==> src/rtl/tx_rf_frontend_sequencer_pkg.sv <==
// Shared definitions for the TX RF front-end sequencer: state codes,
// output bundle, and the guard-time scaling helper.
package tx_rf_frontend_sequencer_pkg;

    localparam int FE_STATE_W = 3;
    localparam int DWELL_W    = 17;

    // Codes are visible on fe_state for debug; 5..7 are unused.
    typedef enum logic [FE_STATE_W-1:0] {
        FE_ST_IDLE  = 3'd0,
        FE_ST_LEAD  = 3'd1,
        FE_ST_TX    = 3'd2,
        FE_ST_LAG   = 3'd3,
        FE_ST_BLANK = 3'd4
    } fe_state_e;

    typedef struct packed {
        logic tr_switch_tx;
        logic pa_en;
        logic lna_en;
        logic rx_blank;
        logic fe_busy;
    } fe_out_t;

    // Front-end pin levels for each state. Unused codes look like IDLE.
    function automatic fe_out_t fe_decode(input fe_state_e st);
        fe_out_t o;
        o.tr_switch_tx = 1'b0;
        o.pa_en        = 1'b0;
        o.lna_en       = 1'b1;
        o.rx_blank     = 1'b0;
        o.fe_busy      = 1'b0;
        case (st)
            FE_ST_LEAD, FE_ST_LAG: begin
                o.tr_switch_tx = 1'b1;
                o.lna_en       = 1'b0;
                o.rx_blank     = 1'b1;
                o.fe_busy      = 1'b1;
            end
            FE_ST_TX: begin
                o.tr_switch_tx = 1'b1;
                o.pa_en        = 1'b1;
                o.lna_en       = 1'b0;
                o.rx_blank     = 1'b1;
                o.fe_busy      = 1'b1;
            end
            FE_ST_BLANK: begin
                o.rx_blank     = 1'b1;
                o.fe_busy      = 1'b1;
            end
            default: ;
        endcase
        return o;
    endfunction

    // Guard length in clk cycles; 255 * scale must fit the 17-bit dwell compare.
    function automatic logic [DWELL_W-1:0] fe_scale_top(input logic [7:0] top,
                                                        input int unsigned scale);
        return DWELL_W'(32'(top) * scale);
    endfunction

endpackage

==> src/rtl/tx_rf_frontend_sequencer_dwell_timer.sv <==
// Shared dwell counter for the LEAD/LAG/BLANK guard states. Counts up from 0
// after clr and flags done when the count equals top.
module fe_dwell_timer
    import tx_rf_frontend_sequencer_pkg::*;
(
    input  logic               clk,
    input  logic               rst,
    input  logic               clr,
    input  logic [DWELL_W-1:0] top,
    output logic               done
);

    logic [DWELL_W-1:0] cnt_q;
    logic [DWELL_W-1:0] cnt_d;

    // Clear on state entry, otherwise count up and hold at full scale.
    always_comb begin
        cnt_d = cnt_q;
        if (clr) begin
            cnt_d = '0;
        end else if (cnt_q != '1) begin
            cnt_d = cnt_q + 1'b1;
        end
    end

    // Counter register.
    always_ff @(posedge clk) begin
        if (rst) begin
            cnt_q <= '0;
        end else begin
            cnt_q <= cnt_d;
        end
    end

    assign done = (cnt_q == top);

endmodule

==> src/rtl/tx_rf_frontend_sequencer.sv <==
// TX RF front-end sequencer: drives the T/R switch, PA and LNA around a TX
// burst with guard times, blanks RX after switch-back, and enforces a
// microsecond-tick watchdog on the LEAD+TX duration.
//
// state | meaning
// IDLE  | RX path active, waiting for tx_rf_is_ongoing
// LEAD  | switch on TX path, PA still off (switch settle guard)
// TX    | PA on, RF emitting
// LAG   | PA off, switch still on TX path (PA ramp-down guard)
// BLANK | switch back on RX path, RX detection/AGC still suppressed
module tx_rf_frontend_sequencer
    import tx_rf_frontend_sequencer_pkg::*;
#(
    parameter int COUNT_SCALE = 10,
    parameter int WD_W        = 16
)
(
    input  logic                  clk,
    input  logic                  rst,
    input  logic                  tx_rf_is_ongoing,
    input  logic                  tsf_pulse_1M,
    input  logic [7:0]            pa_lead_count_top,
    input  logic [7:0]            pa_lag_count_top,
    input  logic [7:0]            rx_blank_count_top,
    input  logic [WD_W-1:0]       tx_wd_us_top,
    input  logic                  fault_clr,
    output logic                  tr_switch_tx,
    output logic                  pa_en,
    output logic                  lna_en,
    output logic                  rx_blank,
    output logic                  fe_busy,
    output logic                  tx_wd_timeout,
    output logic                  tx_fault_sticky,
    output logic [FE_STATE_W-1:0] fe_state
);

    fe_state_e          state_q;
    fe_state_e          state_d;
    logic [WD_W-1:0]    wd_cnt_q;
    logic [WD_W-1:0]    wd_cnt_d;
    logic               wd_lock_q;
    logic               wd_lock_d;
    logic               wd_expire;
    logic               sticky_q;
    logic               sticky_d;
    logic               timeout_q;
    fe_out_t            out_q;
    fe_out_t            out_d;
    logic [DWELL_W-1:0] dwell_top;
    logic               dwell_clr;
    logic               dwell_done;

    // Pick the guard length for whichever guard state is active.
    always_comb begin
        dwell_top = '0;
        case (state_q)
            FE_ST_LEAD:  dwell_top = fe_scale_top(pa_lead_count_top, COUNT_SCALE);
            FE_ST_LAG:   dwell_top = fe_scale_top(pa_lag_count_top, COUNT_SCALE);
            FE_ST_BLANK: dwell_top = fe_scale_top(rx_blank_count_top, COUNT_SCALE);
            default:     dwell_top = '0;
        endcase
    end

    // Any state change restarts the dwell count at 0 in the new state.
    assign dwell_clr = (state_d != state_q);

    fe_dwell_timer u_dwell (
        .clk  (clk),
        .rst  (rst),
        .clr  (dwell_clr),
        .top  (dwell_top),
        .done (dwell_done)
    );

    // Next state, watchdog count and lock. A new TX request during LAG/BLANK
    // takes priority over that guard's expiry so the switch never toggles
    // needlessly.
    always_comb begin
        state_d   = state_q;
        wd_cnt_d  = wd_cnt_q;
        wd_lock_d = wd_lock_q;
        wd_expire = 1'b0;

        if (state_q == FE_ST_LEAD || state_q == FE_ST_TX) begin
            if (tsf_pulse_1M && (wd_cnt_q != '1)) begin
                wd_cnt_d = wd_cnt_q + 1'b1;
            end
            wd_expire = (tx_wd_us_top != '0) && (wd_cnt_d == tx_wd_us_top);
        end

        case (state_q)
            FE_ST_IDLE: begin
                if (tx_rf_is_ongoing) begin
                    if (!wd_lock_q) begin
                        state_d  = FE_ST_LEAD;
                        wd_cnt_d = '0;
                    end
                end else begin
                    wd_lock_d = 1'b0;
                end
            end
            FE_ST_LEAD: begin
                if (!tx_rf_is_ongoing || wd_expire) begin
                    state_d = FE_ST_LAG;
                end else if (dwell_done) begin
                    state_d = FE_ST_TX;
                end
            end
            FE_ST_TX: begin
                if (!tx_rf_is_ongoing || wd_expire) begin
                    state_d = FE_ST_LAG;
                end
            end
            FE_ST_LAG: begin
                if (tx_rf_is_ongoing && !wd_lock_q) begin
                    state_d = FE_ST_LEAD;
                end else if (dwell_done) begin
                    state_d = FE_ST_BLANK;
                end
            end
            FE_ST_BLANK: begin
                if (tx_rf_is_ongoing && !wd_lock_q) begin
                    state_d = FE_ST_LEAD;
                end else if (dwell_done) begin
                    state_d = FE_ST_IDLE;
                end
            end
            default: state_d = FE_ST_IDLE;
        endcase

        if (wd_expire) begin
            wd_lock_d = 1'b1;
        end
    end

    // Sticky fault (expiry beats a simultaneous clear) and registered pin levels.
    always_comb begin
        sticky_d = sticky_q;
        if (fault_clr) begin
            sticky_d = 1'b0;
        end
        if (wd_expire) begin
            sticky_d = 1'b1;
        end
        out_d = fe_decode(state_d);
    end

    // State, watchdog and fault registers.
    always_ff @(posedge clk) begin
        if (rst) begin
            state_q   <= FE_ST_IDLE;
            wd_cnt_q  <= '0;
            wd_lock_q <= 1'b0;
            sticky_q  <= 1'b0;
            timeout_q <= 1'b0;
        end else begin
            state_q   <= state_d;
            wd_cnt_q  <= wd_cnt_d;
            wd_lock_q <= wd_lock_d;
            sticky_q  <= sticky_d;
            timeout_q <= wd_expire;
        end
    end

    // Output pins registered from the next state so they track state_q exactly.
    always_ff @(posedge clk) begin
        if (rst) begin
            out_q <= fe_decode(FE_ST_IDLE);
        end else begin
            out_q <= out_d;
        end
    end

    assign tr_switch_tx    = out_q.tr_switch_tx;
    assign pa_en           = out_q.pa_en;
    assign lna_en          = out_q.lna_en;
    assign rx_blank        = out_q.rx_blank;
    assign fe_busy         = out_q.fe_busy;
    assign tx_wd_timeout   = timeout_q;
    assign tx_fault_sticky = sticky_q;
    assign fe_state        = state_q;

    a_pa_needs_switch: assert property (@(posedge clk) disable iff (rst)
        pa_en |-> tr_switch_tx);

    a_lna_switch_excl: assert property (@(posedge clk) disable iff (rst)
        !(lna_en && tr_switch_tx));

endmodule

==> config.mk <==
export PLATFORM = sky130hd
export DESIGN_NAME = tx_rf_frontend_sequencer
export DESIGN_NICKNAME = d
export VERILOG_FILES = /design/src/rtl/tx_rf_frontend_sequencer_pkg.sv /design/src/rtl/tx_rf_frontend_sequencer_dwell_timer.sv /design/src/rtl/tx_rf_frontend_sequencer.sv
export SDC_FILE = /design/constraint.sdc
export NUM_CORES = 1
export LEC_CHECK = 0
export ABC_AREA = 1
export ABC_CLOCK_PERIOD_IN_PS = 4800
export CAP_MARGIN = 10
export CORE_MARGIN = 2
export CORE_UTILIZATION = 40
export DETAILED_ROUTE_END_ITERATION = 12
export PLACE_DENSITY = 0.66
export SYNTH_ARGS = -nofsm -noshare
export SYNTH_HDL_FRONTEND = slang
export SYNTH_HIERARCHICAL = 1
export SYNTH_SLANG_ARGS = --single-unit
==> constraint.sdc <==
create_clock -name clk -period 4.8 [get_ports clk]
set_input_delay 0.96 -clock clk [delete_from_list [all_inputs] [get_ports clk]]
set_output_delay 0.96 -clock clk [all_outputs]
set_load 0.02 [all_outputs]
# ---- After elaboration in Yosys (flattened, before gate mapping)
# Index checks and enable logic that the tools add are counted.
dict set report totals {
  regBits 44
  output_inout_bits 10
  wordCells 72
  input_bits 45
  latch_bits 0
  ramBits 0
  mem_bits_ro 0
  mem_count 0
}
dict set report classes {
  muxes 27
  div_mod_pow 0
  n_reduce_logical 15
  n_shift 0
  n_eq_ne 14
  multipliers 3
  bitwise_logic 0
  magnitude_cmp 0
  addsub 2
}
# operator n
set ops {}
lappend ops {{$mux W16} 6}
lappend ops {{$pmux W12 S3} 1}
lappend ops {{$mul A8 B3 Y11 const B} 3}
lappend ops {{$mux W3} 9}
lappend ops {{$add A17 B1 Y17 const B} 1}
lappend ops {{$eq A17 B12 Y1} 1}
lappend ops {{$ne A17 B17 Y1 const B} 1}
lappend ops {{$add A16 B1 Y16 const B} 1}
lappend ops {{$eq A16 B16 Y1} 1}
lappend ops {{$ne A16 B16 Y1 const B} 1}
lappend ops {{$reduce_bool A16 Y1} 1}
lappend ops {{$pmux W3 S5} 1}
lappend ops {{$eq A3 B2 Y1 const B} 4}
lappend ops {{$mux W1} 9}
lappend ops {{$eq A3 B1 Y1 const B} 2}
lappend ops {{$eq A3 B3 Y1 const B} 2}
lappend ops {{$reduce_bool A2 Y1} 2}
lappend ops {{$reduce_or A4 Y1} 1}
lappend ops {{$logic_and A1 B1 Y1} 3}
lappend ops {{$logic_not A3 Y1} 1}
lappend ops {{$ne A3 B3 Y1} 1}
lappend ops {{$reduce_or A3 Y1} 1}
lappend ops {{$logic_not A1 Y1} 2}
lappend ops {{$logic_or A1 B1 Y1} 2}
lappend ops {{4 further kinds} 4}

# ---- Depth between registers and ports, before layout
dict set report logic_depth {
  word_depth 13
  ltp_mapped 31
  depth_no_buf 30
}

# ---- Hierarchy
# Netlist, hierarchy kept.
# mod area_each_um2 cells_each n_inst seq_area_each_um2
set modules_own_cells {}
lappend modules_own_cells {tx_rf_frontend_sequencer 3275.6 529 1 520.5}
lappend modules_own_cells {fe_dwell_timer 1179.9 192 1 340.3}

# ---- Worst setup path before layout
# Ideal clock, no wire load.
dict set report synth_path {
  path_type {input port to flip-flop}
  start {input rx_blank_count_top[1]}
  end {register u_dwell.cnt_q[4]}
  required_ns 4.730
  setup_time_ns 0.070
  n_path_buf 1
  arrival_ns 4.723
  cell_stages 29
  setup_slack_ns 0.007
  path_cell_list {ha_1 > ha_1 > inv_1 > fa_1 > o31ai_1 > inv_1 > nor2_1 > nor2_1 > nor2_1 > nor2_1 > xor2_1 > o211ai_1 > inv_1 > nand2_1 > nand2_1 > inv_1 > nand2_1 > nor2_1 > nand3_1 > nor2_1 > inv_1 > a221oi_1 > nand2_4 > nand2_1 > nand4_1 > nor2_1 > buf_2 > o21ai_0 > a21oi_1}
}
dict set report synth_between {
  elab_chain_cells 8
  elab_cells_between_ends 12
}
# item line
set synth_rtl {}
lappend synth_rtl {{start: declaration} tx_rf_frontend_sequencer.sv:24} ;# input logic [7:0] rx_blank_count_top,
lappend synth_rtl {{$mul A8 B3 Y11 *} tx_rf_frontend_sequencer_pkg.sv:59} ;# return DWELL_W'(32'(top) * scale);
lappend synth_rtl {{$pmux W12 S3 *} tx_rf_frontend_sequencer.sv:56} ;# case (state_q)
lappend synth_rtl {{net dwell_top[10]} tx_rf_frontend_sequencer.sv:49} ;# logic [DWELL_W-1:0] dwell_top;
lappend synth_rtl {{$eq A17 B12 Y1 *} tx_rf_frontend_sequencer_dwell_timer.sv:35} ;# assign done = (cnt_q == top);
lappend synth_rtl {{net dwell_done} tx_rf_frontend_sequencer.sv:51} ;# logic dwell_done;
lappend synth_rtl {{$mux W3 (on tied branches)} {tx_rf_frontend_sequencer.sv:124, tx_rf_frontend_sequencer.sv:105, tx_rf_frontend_sequencer.sv:117}}
lappend synth_rtl {{$mux W3 (on tied branches)} {tx_rf_frontend_sequencer.sv:122, tx_rf_frontend_sequencer.sv:103, tx_rf_frontend_sequencer.sv:115}}
lappend synth_rtl {{$pmux W3 S5 *} tx_rf_frontend_sequencer.sv:91} ;# case (state_q)
lappend synth_rtl {{$ne A3 B3 Y1 *} tx_rf_frontend_sequencer.sv:65} ;# assign dwell_clr = (state_d != state_q);
lappend synth_rtl {{net dwell_clr} tx_rf_frontend_sequencer.sv:50} ;# logic dwell_clr;
lappend synth_rtl {{$reduce_or A2 Y1 (no source line) *} --}
lappend synth_rtl {{end signal: assignment} tx_rf_frontend_sequencer_dwell_timer.sv:31} ;# cnt_q <= cnt_d;
lappend synth_rtl {{end: declaration} tx_rf_frontend_sequencer_dwell_timer.sv:13} ;# logic [DWELL_W-1:0] cnt_q;
# The timed path passes the listed nets; every way through them passes the cells marked *.
# A chain may end at the register's enable or synchronous reset.

# ---- Worst setup path after layout
dict set report layout_path {
  start {input rx_blank_count_top[7]}
  end {register u_dwell.cnt_q[15]}
}
# The elaborated chain is that of the path after synthesis.

==> run summary <==
critical path fanouts, max: 6
max incr delay on CP: 550 ps
Post-Synth XOR/XNOR Area: 0.0256
die span in y: 110 um
nets: 945
status: finished, final reports clean
CP delay by family, top: buffers and inverters
initial core utilization: 0.411
largest net degree at the start of global routing: 30
Crit-path slowest cell: clkdlybuf4s50_1
static leakage: 3.06 nW
share of layout cells above drive strength 1: 0.239
Pre-Repair DR Iteration Count: 5
Hold Path Class: reg2reg
peak supply drop: 0.149 mV
first-pass GRT wire length: 21000 um
Root Buffer: clkbuf_8
compound-cell area share of the yosys netlist: 0.127
syn avg cell area: 6.18 um^2
Post-synth EDFFs: 0
Slew HR: 0.266
Max-Cap Viols: 0
chip width: 110 um
Yosys warning total: 6
TNS Setup: 0 ps
adder-cell area share of the yosys netlist: 0.123
crit path DAT: 5040 ps
fmax: 209 MHz
fin crit share: 0.999
Detail Route Antenna Nets: 0
antenna violations before repair: 0
Final setup viols: 0
htree depth: 2
Synth Register Bits: 43
WP buf/inv: 9
Main synth FF type: dfxtp_1
synthesis-to-finish area growth: 40.5%
Detailed Route WL: 13400 um
vias in the first global route: 4714
clk_skew: 15.4 ps
die area: 0.0120 mm^2
num rows: 38
CP Capture Type: flip-flop
post-synthesis cell type count: 42
RSZ-0062 raised after global routing: true
clock buffer depth: 2
CP startpoint kind: primary input
RePlAce Congestion: 0.950
CTS tree: yes
final worst path period need: 4790 ps
Mapped Cells: 721
Slew Viols, Final: 0
power consumption: 0.00131 W
final hold violation count: 0
Placeable Area: 0.0108 mm^2
hpwl dp: 9910 um
CTS Sinks: 43
synthesized cell area: 0.00446 mm^2
pwr dens: 209 mW/mm^2
Worst EP required: 5050 ps
Filler cells: 991
PortBufs: 54
Clock Latency Late Sink: 310 ps
Reg clk slew, reported paths: 80 ps
starting DRC count in detailed routing: 250
CTS Buf Count: 5
critical path class: in2reg
fraction of the mapped netlist area in simple logic gates: 0.413
gr usage total: 0.218
wire length per cell: 13.4 um
vias: 5061
mux contribution to synthesized area: 0
Via density: 5.07
pin slew with the least headroom to its limit: 1100 ps
DRC viols: 0
Antenna Diode Count: 0
io pins: 55
remaining global-route overflow: 0
register area share after synthesis: 0.193
async set or reset register ratio after synthesis: 0
utilization after layout: 0.577
most used cell along the critical path: buf_4
largest family of logic cells by synthesized area: simple AND/OR/NAND/NOR gates
==> cells in the final DEF, fill, tap and decap left out, types with 3 or more instances in the layout <==
master,count
clkbuf_8,6
nand3_2,7
clkdlybuf4s50_1,33
nor2_4,8
nand3_1,59
inv_2,12
xor2_1,10
nand2_4,6
dlymetal6s2s_1,13
buf_6,4
fa_2,3
o31ai_4,3
a21oi_1,28
inv_1,113
a21oi_2,8
nor2_2,11
nand2_1,176
nor3_2,3
o21ai_1,8
nand4_1,13
o22ai_1,3
conb_1,10
ha_2,4
nor3_1,6
o21ai_0,22
ha_1,21
o211ai_1,9
nand2_2,19
clkbuf_2,5
ha_4,14
buf_4,74
dfxtp_1,43
nor2_1,75
==> final cells by class <==
cell class	instances	area, um^2	share of cell area
clock buffer	6	82.6	0.0132
clock inverter	2	35.0	0.00560
inverter	125	469	0.0750
multi-input combinational	552	3480	0.556
sequential	43	861	0.138
tap	140	175	0.0280
timing repair buffer	131	1150	0.184
==> logic make-up after synthesis <==
group,count (synthesis)
xor gates and xnor gates,13
DFF,43
AOI/OAI and AO/OA,97
adders and majority gates,42
buffers and inverters,135
other,1
and+or+nand+nor,390
==> synth_stat cells, types with 4 or more instances <==
master,count,area (um^2)
a21oi_1,38,190
clkbuf_1,4,15.0
dfxtp_1,43,861
ha_1,39,488
inv_1,120,450
inv_2,5,18.8
nand2_1,178,668
nand2_2,17,106
nand2_4,6,67.6
nand3_1,62,310
nand3_2,4,40.0
nand4_1,13,81.3
nor2_1,80,300
nor2_2,7,43.8
nor2_4,7,78.8
nor3_1,7,35.0
o211ai_1,9,67.6
o21ai_0,30,150
o22ai_1,4,25.0
xor2_1,10,87.6
==> routing by layer <==
metal | vias to the layer above | global-route usage | share of wire
li1 | 2588 | - | -
met1 | 2324 | 0.289 | 0.45
met2 | 131 | 0.363 | 0.49
met3 | 18 | 0.0344 | 0.043
met4 | 0 | 0.0687 | 0.016
met5 | - | 0 | 0
==> metrics by stage <==
stage	setup slack (ps)	instance area, um^2	cells	hold WS, ps
finish	5.56	6260	999	474
global route	-333	6260	999	516
CTS	-8.68	5830	988	477
detailed placement	-628	5540	966	458
global placement	-473	5540	966	454
floorplan	7.33	4490	730	457
==> tightest hold or removal path, stage by stage, from the launching register on <==
cell     delay (ps)
dfxtp_1         320
nand2_1          60
a21oi_1          50
==> registers in the layout, indices dropped and copies added, names as in the netlist <==
signal and count:
tr_switch_tx 1, tx_fault_sticky 1, wd_lock_q 1, fe_state 3, wd_cnt_q 16, u_dwell/cnt_q 17
rx_blank 1, pa_en 1, lna_en 1, tx_wd_timeout 1
==> where the power goes <==
part	internal (W)	leakage (nW)	switching [W]
Clock	0.000169	0.0612	0.000143
Combinational	0.000262	2.65	0.000313
Sequential	0.000384	0.350	0.0000386
Total	0.000815	3.06	0.000495
==> what timing repair did <==
action	in CTS	in global routing
cloned	1	0
resized for setup	31	94
endpoints found under the setup margin	17	19
hold buffers	0	0
buffers inserted	13	12
pin swaps	15	68
==> worst paths after layout <==
check,start,to,slack [ps],cells after the start
setup reg to reg,fe_state[2],u_dwell/cnt_q[15],730,23
setup / recovery,rx_blank_count_top[7],u_dwell/cnt_q[15],6,28
hold reg to reg,tx_fault_sticky,tx_fault_sticky,470,2
hold / removal,tx_fault_sticky,tx_fault_sticky,470,2
Power figures use the tool's default switching activity.
